===== src/rtl/mem_arbiter_pkg.sv =====
// Shared cache-side definitions: arbiter state encoding, requester ownership
// and block geometry used by the I/D caches and the memory arbiter.
package mem_arbiter_pkg;

   localparam int CACHE_BLOCK_WORDS = 8;   // 16-bit words per cache block
   localparam int CACHE_MEM_LAT     = 4;   // mem_en -> mem_valid, in cycles
   localparam int WORD_IDX_W        = 3;

   typedef enum logic [1:0] {
      IDLE  = 2'd0,
      FILL  = 2'd1,
      WRITE = 2'd2,
      DONE  = 2'd3
   } arb_state_t;

   typedef enum logic {
      OWN_I = 1'b0,
      OWN_D = 1'b1
   } owner_t;

endpackage


===== src/rtl/mem_arbiter_word_counter.sv =====
// Free-running word index counter with enable; o_wrap flags the increment
// that rolls the count from all-ones back to zero.
module word_counter #(
   parameter int W = 3
) (
   input  logic         clk,
   input  logic         rst_n,
   input  logic         i_en,
   output logic [W-1:0] o_cnt,
   output logic         o_wrap
);

   logic [W-1:0] r_cnt;

   always_ff @(posedge clk) begin
      if (!rst_n)    r_cnt <= '0;
      else if (i_en) r_cnt <= r_cnt + 1'b1;
   end

   assign o_cnt  = r_cnt;
   assign o_wrap = i_en & (&r_cnt);

endmodule


===== src/rtl/mem_arbiter.sv =====
// Arbitrates I-cache block fills and D-cache fills/write-through stores onto
// a single main-memory port; D side wins, the loser simply keeps requesting.
module mem_arbiter
   import mem_arbiter_pkg::*;
#(
   parameter int BLOCK_WORDS = mem_arbiter_pkg::CACHE_BLOCK_WORDS,
   parameter int MEM_LAT     = mem_arbiter_pkg::CACHE_MEM_LAT
) (
   input  logic        clk,
   input  logic        rst_n,
   input  logic        i_req,
   input  logic [15:0] i_addr,
   input  logic        d_req,
   input  logic        d_wr,
   input  logic [15:0] d_addr,
   input  logic [15:0] d_wdata,
   output logic        mem_en,
   output logic        mem_wr,
   output logic [15:0] mem_addr,
   output logic [15:0] mem_wdata,
   input  logic [15:0] mem_rdata,
   input  logic        mem_valid,
   output logic [15:0] fill_data,
   output logic [2:0]  fill_word,
   output logic        i_fill_we,
   output logic        d_fill_we,
   output logic        i_done,
   output logic        d_done,
   output logic        i_stall,
   output logic        d_stall
);

   // Word index, address split and counters are all sized for 8-word blocks.
   if (BLOCK_WORDS != 8 || MEM_LAT < 1) begin : g_bad_param
      $error("mem_arbiter: unsupported BLOCK_WORDS/MEM_LAT");
   end

   arb_state_t            r_state, w_state_nxt;
   owner_t                r_owner;
   logic [11:0]           r_base;
   logic                  r_issue_done;

   logic                  w_issue_en, w_issue_wrap;
   logic                  w_recv_en, w_recv_wrap;
   logic [WORD_IDX_W-1:0] w_issue_cnt, w_recv_cnt;
   logic                  w_unused;

   assign w_unused = ^i_addr[3:0];

   word_counter #(.W(WORD_IDX_W)) u_issue_cnt (
      .clk    (clk),
      .rst_n  (rst_n),
      .i_en   (w_issue_en),
      .o_cnt  (w_issue_cnt),
      .o_wrap (w_issue_wrap)
   );

   word_counter #(.W(WORD_IDX_W)) u_recv_cnt (
      .clk    (clk),
      .rst_n  (rst_n),
      .i_en   (w_recv_en),
      .o_cnt  (w_recv_cnt),
      .o_wrap (w_recv_wrap)
   );

   always_ff @(posedge clk) begin
      if (!rst_n) begin
         r_state <= IDLE;
         r_base  <= '0;
         r_owner <= OWN_I;
      end else begin
         r_state <= w_state_nxt;
         if (r_state == IDLE && w_state_nxt != IDLE) begin
            r_base  <= d_req ? d_addr[15:4] : i_addr[15:4];
            r_owner <= d_req ? OWN_D : OWN_I;
         end
      end
   end

   // Issue side finishes before the receive side; park it until the fill ends.
   always_ff @(posedge clk) begin
      if (!rst_n || r_state != FILL) r_issue_done <= 1'b0;
      else if (w_issue_wrap)         r_issue_done <= 1'b1;
   end

   always_comb begin
      w_state_nxt = r_state;
      mem_en      = 1'b0;
      mem_wr      = 1'b0;
      mem_addr    = '0;
      mem_wdata   = '0;
      fill_data   = '0;
      fill_word   = '0;
      i_fill_we   = 1'b0;
      d_fill_we   = 1'b0;
      i_done      = 1'b0;
      d_done      = 1'b0;
      w_issue_en  = 1'b0;
      w_recv_en   = 1'b0;
      case (r_state)
         IDLE: begin
            if (d_req)      w_state_nxt = d_wr ? WRITE : FILL;
            else if (i_req) w_state_nxt = FILL;
         end
         FILL: begin
            if (!r_issue_done) begin
               mem_en     = 1'b1;
               mem_addr   = {r_base, w_issue_cnt, 1'b0};
               w_issue_en = 1'b1;
            end
            if (mem_valid) begin
               w_recv_en = 1'b1;
               fill_data = mem_rdata;
               fill_word = w_recv_cnt;
               i_fill_we = (r_owner == OWN_I);
               d_fill_we = (r_owner == OWN_D);
               if (w_recv_wrap) w_state_nxt = DONE;
            end
         end
         WRITE: begin
            mem_en      = 1'b1;
            mem_wr      = 1'b1;
            mem_addr    = d_addr;
            mem_wdata   = d_wdata;
            w_state_nxt = DONE;
         end
         DONE: begin
            i_done      = (r_owner == OWN_I);
            d_done      = (r_owner == OWN_D);
            w_state_nxt = IDLE;
         end
         default: w_state_nxt = IDLE;
      endcase
   end

   assign i_stall = i_req & ~i_done;
   assign d_stall = d_req & ~d_done;

endmodule


===== config.mk =====
export PLATFORM = sky130hd
export DESIGN_NAME = mem_arbiter
export DESIGN_NICKNAME = d
export VERILOG_FILES = /design/src/rtl/mem_arbiter_pkg.sv /design/src/rtl/mem_arbiter_word_counter.sv /design/src/rtl/mem_arbiter.sv
export SDC_FILE = /design/constraint.sdc
export NUM_CORES = 1
export LEC_CHECK = 0
export ABC_AREA = 1
export CAP_MARGIN = 20
export CORE_AREA = 2 2 79 81
export DETAILED_ROUTE_END_ITERATION = 10
export DIE_AREA = 0 0 81 83
export DONT_BUFFER_PORTS = 1
export PLACE_DENSITY_LB_ADDON = 0.25
export SYNTH_ARGS = -nofsm -noshare
export SYNTH_HDL_FRONTEND = slang
export SYNTH_SLANG_ARGS = --single-unit

===== constraint.sdc =====
create_clock -name clk -period 2.07 [get_ports clk]
set_input_delay 0.414 -clock clk [delete_from_list [all_inputs] [get_ports clk]]
set_output_delay 0.414 -clock clk [all_outputs]
set_load 0.005 [all_outputs]

======== Yosys cells after proc, flatten, opt, wreduce, memory -nomap -nowiden ========
Index checks and enable logic that the tools add are counted.
word-level totals
  bits in latches ......................... 0
  flip-flop bits (word level) ............. 22
  bits of input ports ..................... 70
  memories ................................ 0
  logic and storage cells ................. 53
  memory bits (writable) .................. 0
  output and inout port bits .............. 59
  ROM bits ................................ 0
operators by class
  equality and inequality tests ........... 4
  div/mod/pow operators ................... 0
  shift operators ......................... 0
  $lt $le $gt $ge ......................... 0
  add/subtract/negate cells ............... 2
  reductions and logical operators ........ 7
  multiplexer cells ....................... 27
  multipliers ............................. 0
  bitwise logic cells ..................... 7
operators with widths
  operator               count
  $mux W16               4
  $pmux W16 S2           1
  $mux W1                12
  $mux W12               1
  $mux W2                5
  $pmux W2 S4            1
  $add A3 B1 Y3 const B  2
  $mux W3                2
  $reduce_and A3 Y1      2
  $and A1 B1 Y1          4
  $eq A2 B2 Y1 const B   2
  $not A1 Y1             3
  $eq A2 B1 Y1 const B   1
  $logic_not A2 Y1       1
  $ne A2 B1 Y1 const B   1
  $pmux W1 S2            1
  $reduce_bool A2 Y1     1
  $logic_and A1 B1 Y1    1
  $logic_not A1 Y1       1
  $logic_or A1 B1 Y1     1

======== Logic depth before layout (Yosys ltp) ========
Gate-level depths: netlist of run 1.
  word-level depth ........................ 8
  gate-level depth with buffers ........... 10

======== Hierarchy ========
A second synthesis of run 1 with hierarchy kept.
unflattened totals
  cell total of the unflattened synthesis .. 309
  area total of the unflattened synthesis .. 1783.0 µm²
by module, submodules not included
  module        cells each  instances  area each (µm²)
  mem_arbiter   267         1          1492.7
  word_counter  21          2          145.1

======== Worst setup path before layout of run 1 ========
OpenSTA, ideal clock, no wires.
  path type ............................... register -> output
  from .................................... reg r_state[0]
  to ...................................... out mem_addr[10]
  buffers on the path ..................... 2
  slack ................................... 340 ps
  cell stages (with the launch flop) ...... 7
  arrival time ............................ 1316 ps
  path through ............................ dfxtp_1 inv_1 ha_1 clkbuf_1 clkbuf_1 nand2_1 a21oi_1
between the ends
  longest elaborated chain between the ends .. 2
RTL lines
  what                                                 line                source
  start: declaration                                   mem_arbiter.sv:38   arb_state_t r_state, w_state_nxt;
  start signal: assignment                             mem_arbiter.sv:72   r_state <= w_state_nxt;
  $eq A2 B2 Y1 / $eq A2 B1 Y1 (equally long branches)  mem_arbiter.sv:100  case (r_state)
  $pmux W16 S2 (*)                                     mem_arbiter.sv:100
  end: declaration                                     mem_arbiter.sv:19   output logic [15:0] mem_addr,
Every way passes the cells marked *; elsewhere a longest branch is shown, timed or not.

======== Worst setup path in the final report of run 1 ========
  from .................................... reg r_state[1]
  to ...................................... out mem_addr[3]
The elaborated chain is that of the path after synthesis.

==> results of run 1 <==
[Yosys cell counts]
library cell | instances | area [µm²]
nand2_1 | 78 | 292.8
inv_1 | 48 | 180.2
nor2_1 | 47 | 176.4
a21oi_1 | 33 | 165.2
dfxtp_1 | 22 | 440.4
nand3_1 | 13 | 65.06
a21boi_0 | 12 | 90.09
clkbuf_1 | 10 | 37.54
ha_1 | 8 | 100.1
o21ai_0 | 6 | 30.03
buf_1 | 2 | 7.510
buf_2 | 2 | 10.01
buf_4 | 2 | 15.01
inv_2 | 2 | 7.510
a21oi_4 | 1 | 16.27
a22oi_1 | 1 | 7.510
buf_6 | 1 | 11.26
clkinv_1 | 1 | 3.750
nand2_2 | 1 | 6.260
nand3_2 | 1 | 10.01
nand3_4 | 1 | 17.52
nor2_4 | 1 | 11.26
nor3_1 | 1 | 5.000
[through the flow]
step / utilization (%) / hold WS, ns / setup slack [ns] / total power [mW]
after floorplan: - / 0.4483 / 0.3396 / 1.368
after global placement: 30.85 / 0.4616 / 0.2690 / 1.569
after detailed placement: 30.85 / 0.4707 / 0.2658 / 1.588
after CTS: 31.63 / 0.2593 / 0.005908 / 1.874
after global routing: 31.95 / 0.2493 / 0.002042 / 2.063
final: 31.95 / 0.2671 / 0.1258 / 1.848
[sequential cells by signal (all words and copies together), names as in the netlist]
| register | flops |
|---|---|
| r_state | 2 |
| r_base | 12 |
| r_issue_done | 1 |
| r_owner | 1 |
| u_recv_cnt.o_cnt | 3 |
| u_issue_cnt.o_cnt | 3 |
[where the power goes]
group          internal (mW)  switching [mW]
clock                  0.130           0.134
combinational          0.336           0.605
sequential             0.553          0.0906
total                   1.02           0.829
[path summary, 6_finish.rpt]
path / startpoint / end / depth (start not counted)
worst max-delay path: r_state[1]$_SDFF_PN0_ / mem_addr[3] / 7
worst min-delay path: rst_n / r_base[8]$_SDFFE_PN0P_ / 2
worst max register to register: r_state[1]$_SDFF_PN0_ / r_base[1]$_SDFFE_PN0P_ / 7
worst min register to register: u_recv_cnt.o_cnt[1]$_SDFFE_PN0P_ / u_recv_cnt.o_cnt[1]$_SDFFE_PN0P_ / 2
[per-layer routing]
layer  vias to the layer above  part of all wire [%]  global-route usage (%)
li1                        888                     -                       -
met1                       702                    43                   15.58
met2                        55                    49                   20.96
met3                         2                   6.7                   2.283
met4                         0                  0.59                   3.236
met5                         -                     0                       0
[logic make-up (layout without fill, tap and decap cells)]
kind of cell / count (synthesis) / in the layout / synth area share, %
adder cells (fa/ha/maj): 8 / 8 / 5.865
AND/OR/NAND/NOR: 143 / 143 / 34.24
flip-flops: 22 / 22 / 25.81
buffers and inverters: 68 / 64 / 15.98
AO/OA/AOI/OAI: 53 / 53 / 18.11
[critical path, stage by stage (launching register included)]
cell and delay (ns):
dfxtp_2 0.35, inv_1 0.14, ha_4 0.18, nand2_1 0.11, inv_2 0.10, buf_4 0.16
nand2_1 0.08, a21oi_1 0.16
[area by class of cell]
cell class,instances,area (µm²)
sequential,22,442.9
timing repair buffer,10,75.07
tap,75,93.84
clock buffer,3,41.29
inverter,51,191.4
fill,677,3958
multi-input combinational,204,1013
[what timing repair did]
item	4_1_cts	5_1_grt
hold buffers	0	0
buffers inserted	0	0
resized for setup	3	5
pin swaps	0	0
endpoints found under the setup margin	14	14
gates cloned	0	0
==> flow_summary.json, run 1 <==
{
  "numPortBuffers": 0,
  "synth_cell_types": 23,
  "fmax_mhz": 514.4,
  "drc": 0,
  "wl_per_cell_um": 12.07,
  "dpl.hpwl_mm": 3.403,
  "syn_area_um2": 1707,
  "diodes": 0,
  "routed_wl_mm": 4.404,
  "finalHoldViolations": 0,
  "vias": 1647,
  "syn_inst": 294,
  "finalSetupViolations": 0,
  "fin_skew_ns": 0.002529,
  "clk_root_buffer_cell": "clkbuf_8",
  "stdcell_area_um2": 1858,
  "ioPinCount": 129,
  "cp-end-kind": "output port",
  "cts_buffers": 3,
  "critical_path_required_ns": 1.66,
  "viasPerCell": 4.512,
  "timing.critical_path.fanout_max": 9,
  "drv_cap": 0,
  "placed_cell_area_um2": 1794,
  "yosysWarnings": 0,
  "cts.sinks": 22,
  "final.min_clock_period_ns": 1.944,
  "ir_drop_mv": 0.3433,
  "final_common_cell": "nand2_1",
  "syn_area_per_cell_um2": 5.805,
  "hold_class": "in -> reg",
  "ant_nets": 0,
  "layout_common_cells": "nand2_1 (78), inv_1 (47), nor2_1 (47), a21oi_1 (31), dfxtp_1 (20)",
  "slew_headroom_pct": 80.65,
  "synth_nets": 372,
  "tightest_slew_ns": 0.2902,
  "seq_area_frac_synth_pct": 25.81,
  "syn_to_final_growth_pct": 8.871,
  "rows": 28,
  "grt_pass1_vias": 1372,
  "drt_pass1_iterations": 4,
  "die_h_um": 83,
  "clk_pin_slew_ns": 0.08,
  "grt_overflow": 0,
  "timing.final.crit_share_pct": 93.92,
  "startpoint_type": "flop",
  "outcome": "completed",
  "cp.arrival_ns": 1.53,
  "antenna_found_initial": 0,
  "floorplan.die.width_um": 81,
  "final_nets": 370,
  "coreArea_um2": 5816,
  "grt.total_usage_pct": 12.27,
  "ys_seq_elements": 22,
  "finalNonFillerCells": 365,
  "clockBufferDepth": 2,
  "grt_pass1_wl_mm": 6.561,
  "grt_max_degree": 29,
  "drt-initial-drc-count": 54,
  "p_leak_nw": 0.9738,
  "dp_cells": 362,
  "rsz0062_at_grt": "no",
  "post_route_cells_drive_above_1_share_pct": 9.310,
  "r2r_slack_ns": 0.52,
  "crit_type": "reg -> out",
  "tns_ns": 0,
  "slew_violations": 0,
  "gp_congestion": 0.7289,
  "insertion_delay_ns": 0.26,
  "cts_tree": "built",
  "cellPowerDensity_nw_per_um2": 994.6,
  "start_util_pct": 29.35,
  "h-tree-depth": 1,
  "die_area_um2": 6723
}
Power figures use the tool's default switching activity.
==> run 2, diff against run 1 <==
==> constraint.sdc (replaced) <==
create_clock -name clk -period 2.07 [get_ports clk]
set_input_delay 0.414 -clock clk [delete_from_list [all_inputs] [get_ports clk]]
set_output_delay 0.414 -clock clk [all_outputs]
set_load 0.02 [all_outputs]
==> flow_summary.json, run 2 (synthesis gave the netlist of run 1 again) <==
{
  "outcome": "completed",
  "dpl.hpwl_mm": 3.489,
  "timing.final.crit_share_pct": 94.98,
  "crit_start": "r_state[0]$_SDFF_PN0_",
  "crit_cells": 6,
  "p_comb_share_pct": 59.0,
  "cp.arrival_ns": 1.55,
  "h-tree-depth": 1,
  "slew_headroom_pct": 74.86,
  "cts.sinks": 22,
  "largest_reg_flops": 12,
  "crit_family": "buffers and inverters",
  "tightest_slew_ns": 0.3757,
  "layout_common_cells": "nand2_1 (77), inv_1 (47), nor2_1 (46), buf_4 (45), a21oi_1 (31)",
  "cts_buffers": 3,
  "insertion_delay_ns": 0.26,
  "drt_pass1_iterations": 4,
  "grt_max_degree": 27,
  "nFillCells": 654,
  "final_nets": 408,
  "post_route_cells_drive_above_1_share_pct": 20.67,
  "r2r_end": "r_base[8]$_SDFFE_PN0P_",
  "cp-end-kind": "output port",
  "vias": 1827,
  "endpoint": "mem_addr[4]",
  "start_util_pct": 29.35,
  "critical_path_required_ns": 1.66,
  "timing.rr.start": "r_state[0]$_SDFF_PN0_",
  "clockBufferDepth": 2,
  "rows": 28,
  "power_mw": 2.304,
  "syn_to_final_growth_pct": 28.45,
  "path_common_cell": "inv_1",
  "switching_share_pct": 46.16,
  "fmax_mhz": 508.6,
  "power.internal_mw": 1.240,
  "die_h_um": 83,
  "hold_buffers": 0,
  "path_cells": "inv_1 -> ha_1 -> inv_1 -> buf_12 -> a21oi_1 -> buf_4",
  "coreArea_um2": 5816,
  "wl_per_cell_um": 11.68,
  "p_sw_mw": 1.063,
  "antenna_found_initial": 0,
  "clockPowerShare_pct": 13.3,
  "grt_pass1_vias": 1555,
  "floorplan.die.width_um": 81,
  "grt_pass1_wl_mm": 7.141,
  "multi_input_area_um2": 1008,
  "fin_skew_ns": 0.0009609,
  "p_seq_share_pct": 27.7,
  "finalSetupViolations": 0,
  "finalHoldViolations": 0,
  "viasPerCell": 4.522,
  "drt-initial-drc-count": 67,
  "startpoint_type": "flop",
  "hold_class": "in -> reg",
  "ioPinCount": 129,
  "diodes": 0,
  "timing.critical_path.fanout_max": 15,
  "tns_ns": 0,
  "top_register": "r_base",
  "numPortBuffers": 0,
  "grt_overflow": 0,
  "final_common_cell": "nand2_1",
  "cp_slowest_cell": "dfxtp_2",
  "drc": 0,
  "clk_root_buffer_cell": "clkbuf_8",
  "ant_nets": 0,
  "cts_tree": "built",
  "cellPowerDensity_nw_per_um2": 1051,
  "ir_drop_mv": 0.3517,
  "grt.total_usage_pct": 12.96,
  "routed_wl_mm": 4.717,
  "reg2reg_depth": 7,
  "drv_cap": 0,
  "final_util_pct": 37.69,
  "cts_setup_buffers": 0,
  "crit_buf_inv": 4,
  "clk_pin_slew_ns": 0.08,
  "die_area_um2": 6723,
  "crit_type": "reg -> out",
  "max_stage_delay_ns": 0.39,
  "r2r_slack_ns": 0.57,
  "seq_area_um2": 442.9,
  "p_leak_nw": 1.198,
  "slew_violations": 0,
  "gp_congestion": 0.7457,
  "final.min_clock_period_ns": 1.966
}
## run 2: cell type report
class	count	share of cell area [%]
clock buffers	4	2.511
inverters	51	8.847
multi-input cells	204	46.00
flip-flops and latches	22	20.21
well taps	75	4.281
repair buffers	48	18.15
## run 2: how the worst min path moves through the flow
stage	from	to	slack, ns	cells past startpoint
2_1_floorplan	u_recv_cnt.o_cnt[1]$_SDFFE_PN0P_	u_recv_cnt.o_cnt[1]$_SDFFE_PN0P_	0.45	2
3_3_place_gp	u_recv_cnt.o_cnt[2]$_SDFFE_PN0P_	u_recv_cnt.o_cnt[2]$_SDFFE_PN0P_	0.46	2
3_5_place_dp	r_base[8]$_SDFFE_PN0P_	r_base[8]$_SDFFE_PN0P_	0.47	2
4_1_cts	rst_n	r_state[1]$_SDFF_PN0_	0.26	2
5_1_grt	rst_n	r_base[3]$_SDFFE_PN0P_	0.25	2
6_report	rst_n	r_base[11]$_SDFFE_PN0P_	0.26	2
## run 2: per-layer routing
metal	vias up	global-route usage (%)	part of all wire, %
met5	-	0	0
met4	0	1.849	0
met3	0	4.022	7.7
met2	66	21.64	47
met1	792	16.60	46
li1	969	-	-
## run 2: stage by stage
step,area (µm²),std cells,hold slack [ns],worst slack [ns]
global placement,2085,399,0.4634,0.2353
CTS,2146,403,0.2575,0.02396
global route,2192,404,0.2541,-0.005235
floorplan,1707,294,0.4483,0.001343
finish,2192,404,0.2649,0.1040
detailed placement,2085,399,0.4676,0.2403
## run 2: repair_timing
action | CTS | global route
setup endpoints to repair | 14 | 19
gates resized for setup | 3 | 9
cloned | 0 | 1
## run 2: power groups by stage
stage          Combinational, mW  Sequential (mW)  Clock, mW
6_report                    1.36            0.638      0.305
5_1_grt                     1.51            0.661      0.334
4_1_cts                     1.32            0.638      0.317
3_5_place_dp                1.31            0.643          0
3_3_place_gp                1.29            0.639          0
2_1_floorplan              0.930            0.623          0
